**src/rtl/crossing_pkg.sv**
```systemverilog
// rtl/crossing_pkg.sv - shared state codes, lamp codes and widths for the crossing sequencer
package crossing_pkg;

  localparam int PCNT_W = 4;

  typedef enum logic [1:0] {
    ST_INIT   = 2'd0,
    ST_GREEN  = 2'd1,
    ST_YELLOW = 2'd2,
    ST_RED    = 2'd3
  } state_t;

  localparam logic [2:0] LED_OFF = 3'b000;
  localparam logic [2:0] LED_G   = 3'b001;
  localparam logic [2:0] LED_Y   = 3'b010;
  localparam logic [2:0] LED_R   = 3'b100;

  function automatic logic [2:0] led_code(input state_t s);
    case (s)
      ST_GREEN:  return LED_G;
      ST_YELLOW: return LED_Y;
      ST_RED:    return LED_R;
      default:   return LED_OFF;
    endcase
  endfunction

endpackage

```
**src/rtl/tick_gen.sv**
```systemverilog
// rtl/tick_gen.sv - phase tick enable, one clk cycle high every TICK_DIV cycles
module tick_gen #(
  parameter int TICK_DIV = 13500000
) (
  input  logic clk,
  input  logic rst,
  output logic tick
);

  localparam int CW = $clog2(TICK_DIV);
  localparam logic [CW-1:0] LAST = CW'(TICK_DIV - 1);

  logic [CW-1:0] cnt;

  always_ff @(posedge clk or posedge rst) begin
    if (rst) begin
      cnt <= '0;
    end else if (cnt == LAST) begin
      cnt <= '0;
    end else begin
      cnt <= cnt + 1'b1;
    end
  end

  assign tick = (cnt == LAST);

endmodule

```
**src/rtl/crossing_ctrl.sv**
```systemverilog
// rtl/crossing_ctrl.sv - pedestrian crossing sequencer: walk button debounce, lamp FSM
module crossing_ctrl
  import crossing_pkg::*;
#(
  parameter int TICK_DIV  = 13500000,
  parameter int DEB_CYC   = 16,
  parameter int GREEN_MIN = 2,
  parameter int GREEN_MAX = 4,
  parameter int YELLOW_T  = 1,
  parameter int RED_T     = 7,
  parameter int WALK_T    = 5
) (
  input  logic       clk,
  input  logic       rst,
  input  logic       pb0,
  output logic [2:0] LED,
  output logic       LED3,
  output logic       req_pend,
  output logic [1:0] phase
);

  localparam int DW = $clog2(DEB_CYC + 1);
  localparam logic [DW-1:0]     DEB_LAST = DW'(DEB_CYC - 1);
  localparam logic [PCNT_W-1:0] GMIN_1   = PCNT_W'(GREEN_MIN - 1);
  localparam logic [PCNT_W-1:0] GMAX_1   = PCNT_W'(GREEN_MAX - 1);
  localparam logic [PCNT_W-1:0] YEL_1    = PCNT_W'(YELLOW_T - 1);
  localparam logic [PCNT_W-1:0] RED_1    = PCNT_W'(RED_T - 1);
  localparam logic [PCNT_W-1:0] WALK_C   = PCNT_W'(WALK_T);

  logic tick;

  tick_gen #(.TICK_DIV(TICK_DIV)) u_tick_gen (
    .clk  (clk),
    .rst  (rst),
    .tick (tick)
  );

  logic          pb_s1, pb_s2, pb_db, pb_db_q;
  logic [DW-1:0] deb_cnt;

  // The debounced level only flips after DEB_CYC consecutive samples that disagree with it.
  always_ff @(posedge clk or posedge rst) begin
    if (rst) begin
      pb_s1   <= 1'b0;
      pb_s2   <= 1'b0;
      pb_db   <= 1'b0;
      pb_db_q <= 1'b0;
      deb_cnt <= '0;
    end else begin
      pb_s1   <= pb0;
      pb_s2   <= pb_s1;
      pb_db_q <= pb_db;
      if (pb_s2 == pb_db) begin
        deb_cnt <= '0;
      end else if (deb_cnt == DEB_LAST) begin
        pb_db   <= pb_s2;
        deb_cnt <= '0;
      end else begin
        deb_cnt <= deb_cnt + 1'b1;
      end
    end
  end

  state_t            state, state_n;
  logic [PCNT_W-1:0] pcnt, pcnt_n;
  logic              serving, serving_n, req_n;
  logic              press, red_entry, req_any;

  assign press = pb_db & ~pb_db_q & ~LED3;

  always_comb begin
    state_n = state;
    pcnt_n  = pcnt;
    if (tick) begin
      pcnt_n = pcnt + 1'b1;
      case (state)
        ST_INIT:   state_n = ST_GREEN;
        ST_GREEN:  if ((req_pend && pcnt >= GMIN_1) || pcnt == GMAX_1) state_n = ST_YELLOW;
        ST_YELLOW: if (pcnt == YEL_1) state_n = ST_RED;
        ST_RED:    if (pcnt == RED_1) state_n = ST_GREEN;
        default:   state_n = ST_INIT;
      endcase
      if (state_n != state) pcnt_n = '0;
    end
  end

  // A request is consumed by the Red it arrives in front of, including one landing on the entry edge.
  always_comb begin
    red_entry = (state_n == ST_RED) && (state != ST_RED);
    req_any   = req_pend | press;
    req_n     = red_entry ? 1'b0 : req_any;
    if (red_entry) begin
      serving_n = req_any;
    end else if (state_n == ST_RED) begin
      serving_n = serving;
    end else begin
      serving_n = 1'b0;
    end
  end

  always_ff @(posedge clk or posedge rst) begin
    if (rst) begin
      state    <= ST_INIT;
      pcnt     <= '0;
      serving  <= 1'b0;
      req_pend <= 1'b0;
      LED      <= LED_OFF;
      LED3     <= 1'b0;
      phase    <= 2'd0;
    end else begin
      state    <= state_n;
      pcnt     <= pcnt_n;
      serving  <= serving_n;
      req_pend <= req_n;
      LED      <= led_code(state_n);
      LED3     <= (state_n == ST_RED) && serving_n && (pcnt_n < WALK_C);
      phase    <= state_n;
    end
  end

endmodule

```
**config.mk**
```make
export PLATFORM = sky130hd
export DESIGN_NAME = crossing_ctrl
export DESIGN_NICKNAME = d
export VERILOG_FILES = /design/src/rtl/crossing_pkg.sv /design/src/rtl/tick_gen.sv /design/src/rtl/crossing_ctrl.sv
export SDC_FILE = /design/constraint.sdc
export NUM_CORES = 1
export LEC_CHECK = 0
export CORE_UTILIZATION = 30
export DETAILED_ROUTE_END_ITERATION = 12
export GPL_TIMING_DRIVEN = 0
export SKIP_LAST_GASP = 1
export SLEW_MARGIN = 10
export SYNTH_ARGS = -nofsm -noshare
export SYNTH_HDL_FRONTEND = slang
export SYNTH_SLANG_ARGS = --single-unit
```
**constraint.sdc**
```tcl
create_clock -name clk -period 4.88 [get_ports clk]
set_input_delay 0.732 -clock clk [delete_from_list [all_inputs] [get_ports clk]]
set_output_delay 0.732 -clock clk [all_outputs]
set_load 0.05 [all_outputs]
```
==> flow_metrics.py, run 1 <==
metrics = {
    "run_status": {
        "outcome": "finished clean",
    },
    "detailed_routing": {
        "via_per_inst": 4.79,
        "wl_met1_um": 1920,
        "wl_met3_um": 107,
        "drtIter0Drc": 128,
        "vias": 1562,
        "drt_wl_total_um": 3930,
        "routedWlPerCell_um": 12.1,
        "firstDrtPassIters": 4,
        "drc": 0,
        "ant_nets": 0,
        "routed.top_layer": "met4",
        "wl_met2_um": 1860,
    },
    "grt": {
        "grt-ovfl-total": 0,
        "grt_first_pass_wirelength_um": 7040,
        "grt_max_degree": 30,
        "grt_usage": 0.120,
        "grt_pass1_vias": 1498,
        "antenna_found_initial": 0,
    },
    "die": {
        "coreArea_sq_um": 6940,
        "fp.dieW_um": 87.9,
        "dieArea_sq_um": 7730,
        "io_pins": 10,
        "die_h_um": 87.9,
        "initial_core_util": 0.319,
        "core.rowCount": 30,
    },
    "sta": {
        "skew_ps": 10.6,
        "fin_crit_sh": 0.525,
        "maxSlewHeadroom": 0.520,
        "maxSlewViolCount": 0,
        "worstMarginPinSlew_ps": 714,
        "rsz0062_at_grt": "no",
        "finalSetupTns_ps": 0,
        "hold_viol_final": 0,
        "fin_crit_ps": 2560,
        "setup_violations": 0,
        "fmax_mhz": 391,
    },
    "synth": {
        "mappedNetlistNets": 221,
        "synth-main-ff-cell": "dfrtp_1",
        "async_flop_share": 1.00,
        "avgSynthCellArea_sq_um": 10.4,
        "ys_types": 43,
        "synth_seq_cells": 45,
        "syn_inst": 212,
        "synth_edf_count": 0,
        "yosysSeqAreaShare": 0.509,
        "synth_warnings": 0,
        "syn_area_sq_um": 2210,
    },
    "worst_setup_path": {
        "end_kind": "flip-flop",
        "required_ps": 5000,
        "crit_type": "reg2reg",
        "worstPathMaxFanout": 5,
        "cp.arrival_ps": 2680,
        "start_kind": "flip-flop",
    },
    "place": {
        "placed_cells": 318,
        "place_congestion": 0.764,
        "dp_hpwl_um": 2900,
        "io_buffer_count": 9,
    },
    "layout": {
        "fin_util": 0.371,
        "layout.nets": 238,
        "syn_to_final_growth_pct": 16.4,
        "antenna_cells": 0,
        "drive_above_1_share": 0.0870,
        "final_cell_count_no_fill": 326,
    },
    "clock_tree": {
        "post-cts-setup-buffer-count": 0,
        "clock_path_buffers": 2,
        "cts_buffers": 5,
        "cts_tree": "yes",
        "ctsHoldBuffers": 0,
        "cts.reportedPaths.clkPinSlew_ps": 90,
        "cts_num_sinks": 45,
        "clock-root-buffer": "clkbuf_8",
        "clk-insertion-delay-late_ps": 290,
        "post_cts_resized": 0,
        "htree_num_levels": 2,
    },
    "pwr": {
        "power_leakage_nw": 1.20,
        "finalPower_mw": 0.717,
        "peakVddDrop_uv": 223,
        "powerDensity_nw_per_um2": 278,
    },
    "flow_run": {
        "drv_cap": 0,
    },
    "hold_path": {
        "hp-class": "reg2reg",
    },
}
[power by group]
part,total [mW],internal [mW],switching [mW]
combinational,0.0155,0.00546,0.0100
sequential,0.378,0.376,0.00204
clock,0.324,0.203,0.121
total,0.717,0.584,0.133
[stage by stage]
stage,hold WS (ps),area [sq um],setup WS (ps)
after floorplan,331,2210,2770
after CTS,357,2580,2340
final,353,2580,2320
after global placement,338,2420,2160
after detailed placement,336,2440,2380
after global routing,364,2580,2240
[final timing paths]
check	slack [ps]	endpoint	start	cells after the start
setup / recovery	2320	LED3	pcnt[0]	7
hold / removal	350	pb_s2	pb_s1	0
setup reg to reg	2320	LED3	pcnt[0]	7
hold reg to reg	350	pb_s2	pb_s1	0
max in group asynchronous	3680	u_tick_gen.cnt[7]	rst	3
min in group asynchronous	720	pb_s1	rst	2
[worst max-delay path, cell delays in order, from the launching register on]
cell	delay [ps]
dfrtp_1	420
inv_1	150
ha_1	190
or3b_1	410
or3_1	350
nor4_1	230
a21oi_1	110
a2111oi_1	540
[flip-flops by register name, summed over array words and instances (netlist names)]
name and cells:
req_pend 1, pb_db_q 1, state 2, u_tick_gen.cnt 24, pb_db 1, LED3 1, pcnt 4, deb_cnt 5
pb_s2 1, pb_s1 1, LED 3, serving 1
[cells in the final DEF, fill, tap and decap left out, types with 2 or more instances in the layout]
cell type and count:
nor3_1 8, xor2_1 13, clkbuf_1 3, clkdlybuf4s50_1 9, nor2_1 30, nor4_1 3
a31oi_1 3, clkbuf_8 5, ha_1 6, or2_1 2, and3_1 6, or3_1 5
a21oi_1 4, inv_1 7, nand2_1 11, and4_1 2, nand4_1 5, o21ai_0 6
mux2_2 2, dfrtp_1 45, xnor2_1 11, nor2b_1 3, nand3_1 11, bufinv_16 2
and2_1 4
[area by class of cell]
type | instances | area (sq um)
repair buffers | 10 | 110
flip-flops and latches | 45 | 1130
clock inverters | 3 | 65.1
clock buffers | 5 | 68.8
multi-input cells | 155 | 1040
fillers | 716 | 4370
plain buffers | 4 | 16.3
inverters | 8 | 30.0
well taps | 96 | 120
[cells in the mapped netlist, types with 2 or more instances]
master    count  area, sq um
o21ai_0       6         30.0
inv_1         8         30.0
nand4_1       5         31.3
xnor2_1      11         96.3
a21oi_1       4         20.0
ha_1          6         75.1
nor2b_1       3         18.8
a31oi_1       3         18.8
dfrtp_1      45         1130
and2_1        4         25.0
nor4_1        3         18.8
nand2_1      11         41.3
and3_1        6         37.5
and4_1        2         17.5
mux2_2        2         22.5
nor3_1        8         40.0
clkbuf_1      3         11.3
or2_1         2         12.5
xor2_1       13          114
nand3_1      11         55.1
or3_1         5         31.3
nor2_1       30          113
[cells by family (layout without fill, tap and decap cells)]
family | count (synthesis) | after routing | share of synthesized area
fa+ha+maj | 6 | 6 | 0.0339
mux | 2 | 2 | 0.0102
simple gates | 100 | 100 | 0.253
buf+inv | 12 | 30 | 0.0209
xor+xnor | 24 | 24 | 0.0950
flops | 45 | 45 | 0.509
compound gates | 23 | 23 | 0.0786
[per-layer routing]
layer / global-route usage / vias to the layer above
met1: 0.157 / 769
met5: 0 / -
met4: 0.0477 / 0
li1: - / 774
met2: 0.189 / 15
met3: 0.0311 / 4
Note: power is estimated with default switching activity, not from simulation.
==> run 2: changes to the inputs <==
Clock period 4.88 ns to 2.65 ns, I/O delays scaled along.
==> results of run 2 <==
The final DEF is identical to that of run 1. Status: finished clean.
Main changes from that run: setup slack after placement 2380 ps -> 154 ps; setup slack after layout 2320 ps -> 89.9 ps; register-to-register setup slack 2320 ps -> 90 ps; total power 0.717 mW -> 1.32 mW; worst IR drop on VDD 223 uV -> 410 uV
==> run 3: changes to the inputs <==
Clock period 2.65 ns to 2.91 ns, I/O delays scaled along.
==> results of run 3 <==
The final DEF is identical to that of run 1. Status: finished clean.
Main changes from that run: setup slack after placement 2380 ps -> 414 ps; setup slack after layout 2320 ps -> 350 ps; register-to-register setup slack 2320 ps -> 350 ps; total power 0.717 mW -> 1.20 mW; worst IR drop on VDD 223 uV -> 373 uV
==> edit: new RTL, flow settings as in run 3 <==
`TICK_DIV` is set to 13500000 in 2 places; all go to 3375000.
--- a/src/rtl/tick_gen.sv
+++ b/src/rtl/tick_gen.sv
@@ -1,6 +1,6 @@
 // rtl/tick_gen.sv - phase tick enable, one clk cycle high every TICK_DIV cycles
 module tick_gen #(
-  parameter int TICK_DIV = 13500000
+  parameter int TICK_DIV = 3375000
 ) (
   input  logic clk,
   input  logic rst,
--- a/src/rtl/crossing_ctrl.sv
+++ b/src/rtl/crossing_ctrl.sv
@@ -2,7 +2,7 @@
 module crossing_ctrl
   import crossing_pkg::*;
 #(
-  parameter int TICK_DIV  = 13500000,
+  parameter int TICK_DIV  = 3375000,
   parameter int DEB_CYC   = 16,
   parameter int GREEN_MIN = 2,
   parameter int GREEN_MAX = 4,
Behaviour: no difference found for any inputs over 10 cycles, from zero or initial values and one cycle with rst high; that may be too few to reach the edited logic, so the function may still have changed.
==> edit against run 3 <==
Sequential share of layout area fell by 1.1 points; non-clock buffer count rose by 1; power fell by 7.7%; area after synthesis fell by 1.6%; setup slack improved by 0.13 ns; cell count fell by 2.5%; clock skew fell by 0.0042 ns; wire length rose by 0.13%; via count fell by 0.51%; sequential cell count fell by 2; design area fell by 2.0%; critical path depth fell by 1; largest power group unchanged.
==> edit: results <==
group,metric,value,unit
drt,met3_length,134,um
critical_path,reg2reg_slack,0.48,ns
drt,detail_route.iter0.violations,50,
power_and_ir_drop,swShare,0.200,
critical_path,arrival,2.59,ns
sta,finClkSkew,0.00643,ns
critical_path,slowest_stage,"nor3_2",
cts,cts_buffers,5,
yosys,ys_seq_area_frac,0.494,
global_route,grt_max_degree,29,
placement,dp_hpwl,2830,um
placement,gp_congestion,0.770,
yosys,yosys-mux-area-fraction,0.0195,
yosys,async_reset_ff_frac,1.00,
global_route,first_global_vias,1527,
status,run_status,"finished, final reports clean",
global_route,grt_first_pass_wirelength,7040,um
yosys,synth_common_cells,"dfrtp_1, nor2_1, nand2_1",
drt,wl_met2,1790,um
critical_path,critical_path.max_fanout,10,
cts,cts_resized,0,
power_and_ir_drop,power.static_leakage,0.00114,uW
cts,clkTransAtPathRegs,0.08,ns
yosys,synthAdderAreaFrac,0.0402,
yosys,synth_top_family_by_area,"simple AND/OR/NAND/NOR gates",
cells_and_area,diodes,0,
global_route,track_usage,0.121,
drt,avgViaCountPerCell,4.89,
drt,drt_pass1_iterations,4,
drt,wl_met1,1930,um
global_route,grt_overflow_total,0,
critical_path,cp_slowest_stage_delay,0.67,ns
placement,io_buffers,9,
yosys,synth_xor_area_frac,0.0644,
global_route,antenna_found_initial,0,
critical_path,criticalPathCategory,"reg2reg",
yosys,syn_nets,214,
yosys,synthTopCellsByArea,"dfrtp_1, ha_1, nor2_1, xor2_1, xnor2_1",
critical_path,r2r_start,"u_tick_gen.cnt[0]",
yosys,yosysUniqueCellTypes,50,
cts,cts.path.max_buffers,2,
drt,dr.max_layer_used,"met4",
critical_path,worstRegToRegCells,6,
drt,post_drt_wl_per_cell,12.4,um
cells_and_area,top_regs,"u_tick_gen.cnt (22), deb_cnt (5), pcnt (4)",
power_and_ir_drop,ir_drop,167,uV
critical_path,crit_end,"u_tick_gen.cnt[8]",
sta,slew_headroom,0.493,
cells_and_area,drive_gt1_frac,0.131,
yosys,synth-compound-area-share,0.104,
cells_and_area,final_nets,231,
-- edit: layer usage --
metal | GRT usage | vias to the layer above
li1 | - | 769
met1 | 0.159 | 755
met2 | 0.188 | 22
met3 | 0.0313 | 8
met4 | 0.0537 | 0
met5 | 0 | -
-- edit: cell type report --
cell class / count / area (um2)
inverter: 6 / 22.5
sequential: 43 / 1080
tap: 96 / 120
timing repair buffer: 10 / 110
multi-input combinational: 150 / 1050
buffer: 5 / 28.8
clock buffer: 6 / 82.6
fill: 726 / 4380
clock inverter: 2 / 35.0
-- edit: kinds of logic (layout without fill, tap and decap cells) --
logic type | Yosys count | in the layout
AND/OR/NAND/NOR | 94 | 94
flip-flops | 43 | 43
AO/OA/AOI/OAI | 29 | 29
XOR/XNOR | 16 | 16
buffers and inverters | 11 | 29
adder cells (fa/ha/maj) | 7 | 7
multiplexers | 4 | 4
-- edit: worst register-to-register path, stage by stage (launching register included) --
cell and delay [ns]:
dfrtp_1 0.41, ha_1 0.29, and4_1 0.25, nand2_1 0.12, nor3_2 0.67, clkbuf_1 0.45, nor2_1 0.10
-- edit: through the flow --
step | std cells | setup WS, ns | util | cell area, um2
6_report | 318 | 0.480 | 0.366 | 2520
5_1_grt | 318 | 0.258 | 0.366 | 2520
4_1_cts | 318 | 0.473 | 0.366 | 2520
3_5_place_dp | 310 | 0.483 | 0.349 | 2410
3_3_place_gp | 309 | 0.418 | 0.346 | 2390
2_1_floorplan | 204 | 0.839 | - | 2180
-- edit: worst min path at each step --
stage	end	slack [ns]	startpoint	depth (start not counted)
floorplan	pb_s2	0.33	pb_s1	0
global placement	pb_s2	0.34	pb_s1	0
detailed placement	pb_s2	0.34	pb_s1	0
CTS	pb_s2	0.36	pb_s1	0
global route	pb_s2	0.37	pb_s1	0
finish	pb_s2	0.35	pb_s1	0
-- edit: power by group through the flow --
stage	clock network, uW	registers [uW]	logic (uW)
final	480	606	25.4
after global routing	522	607	30.4
after CTS	500	606	27.2
after detailed placement	0	618	27.1
after global placement	0	618	23.6
after floorplan	0	618	14.4
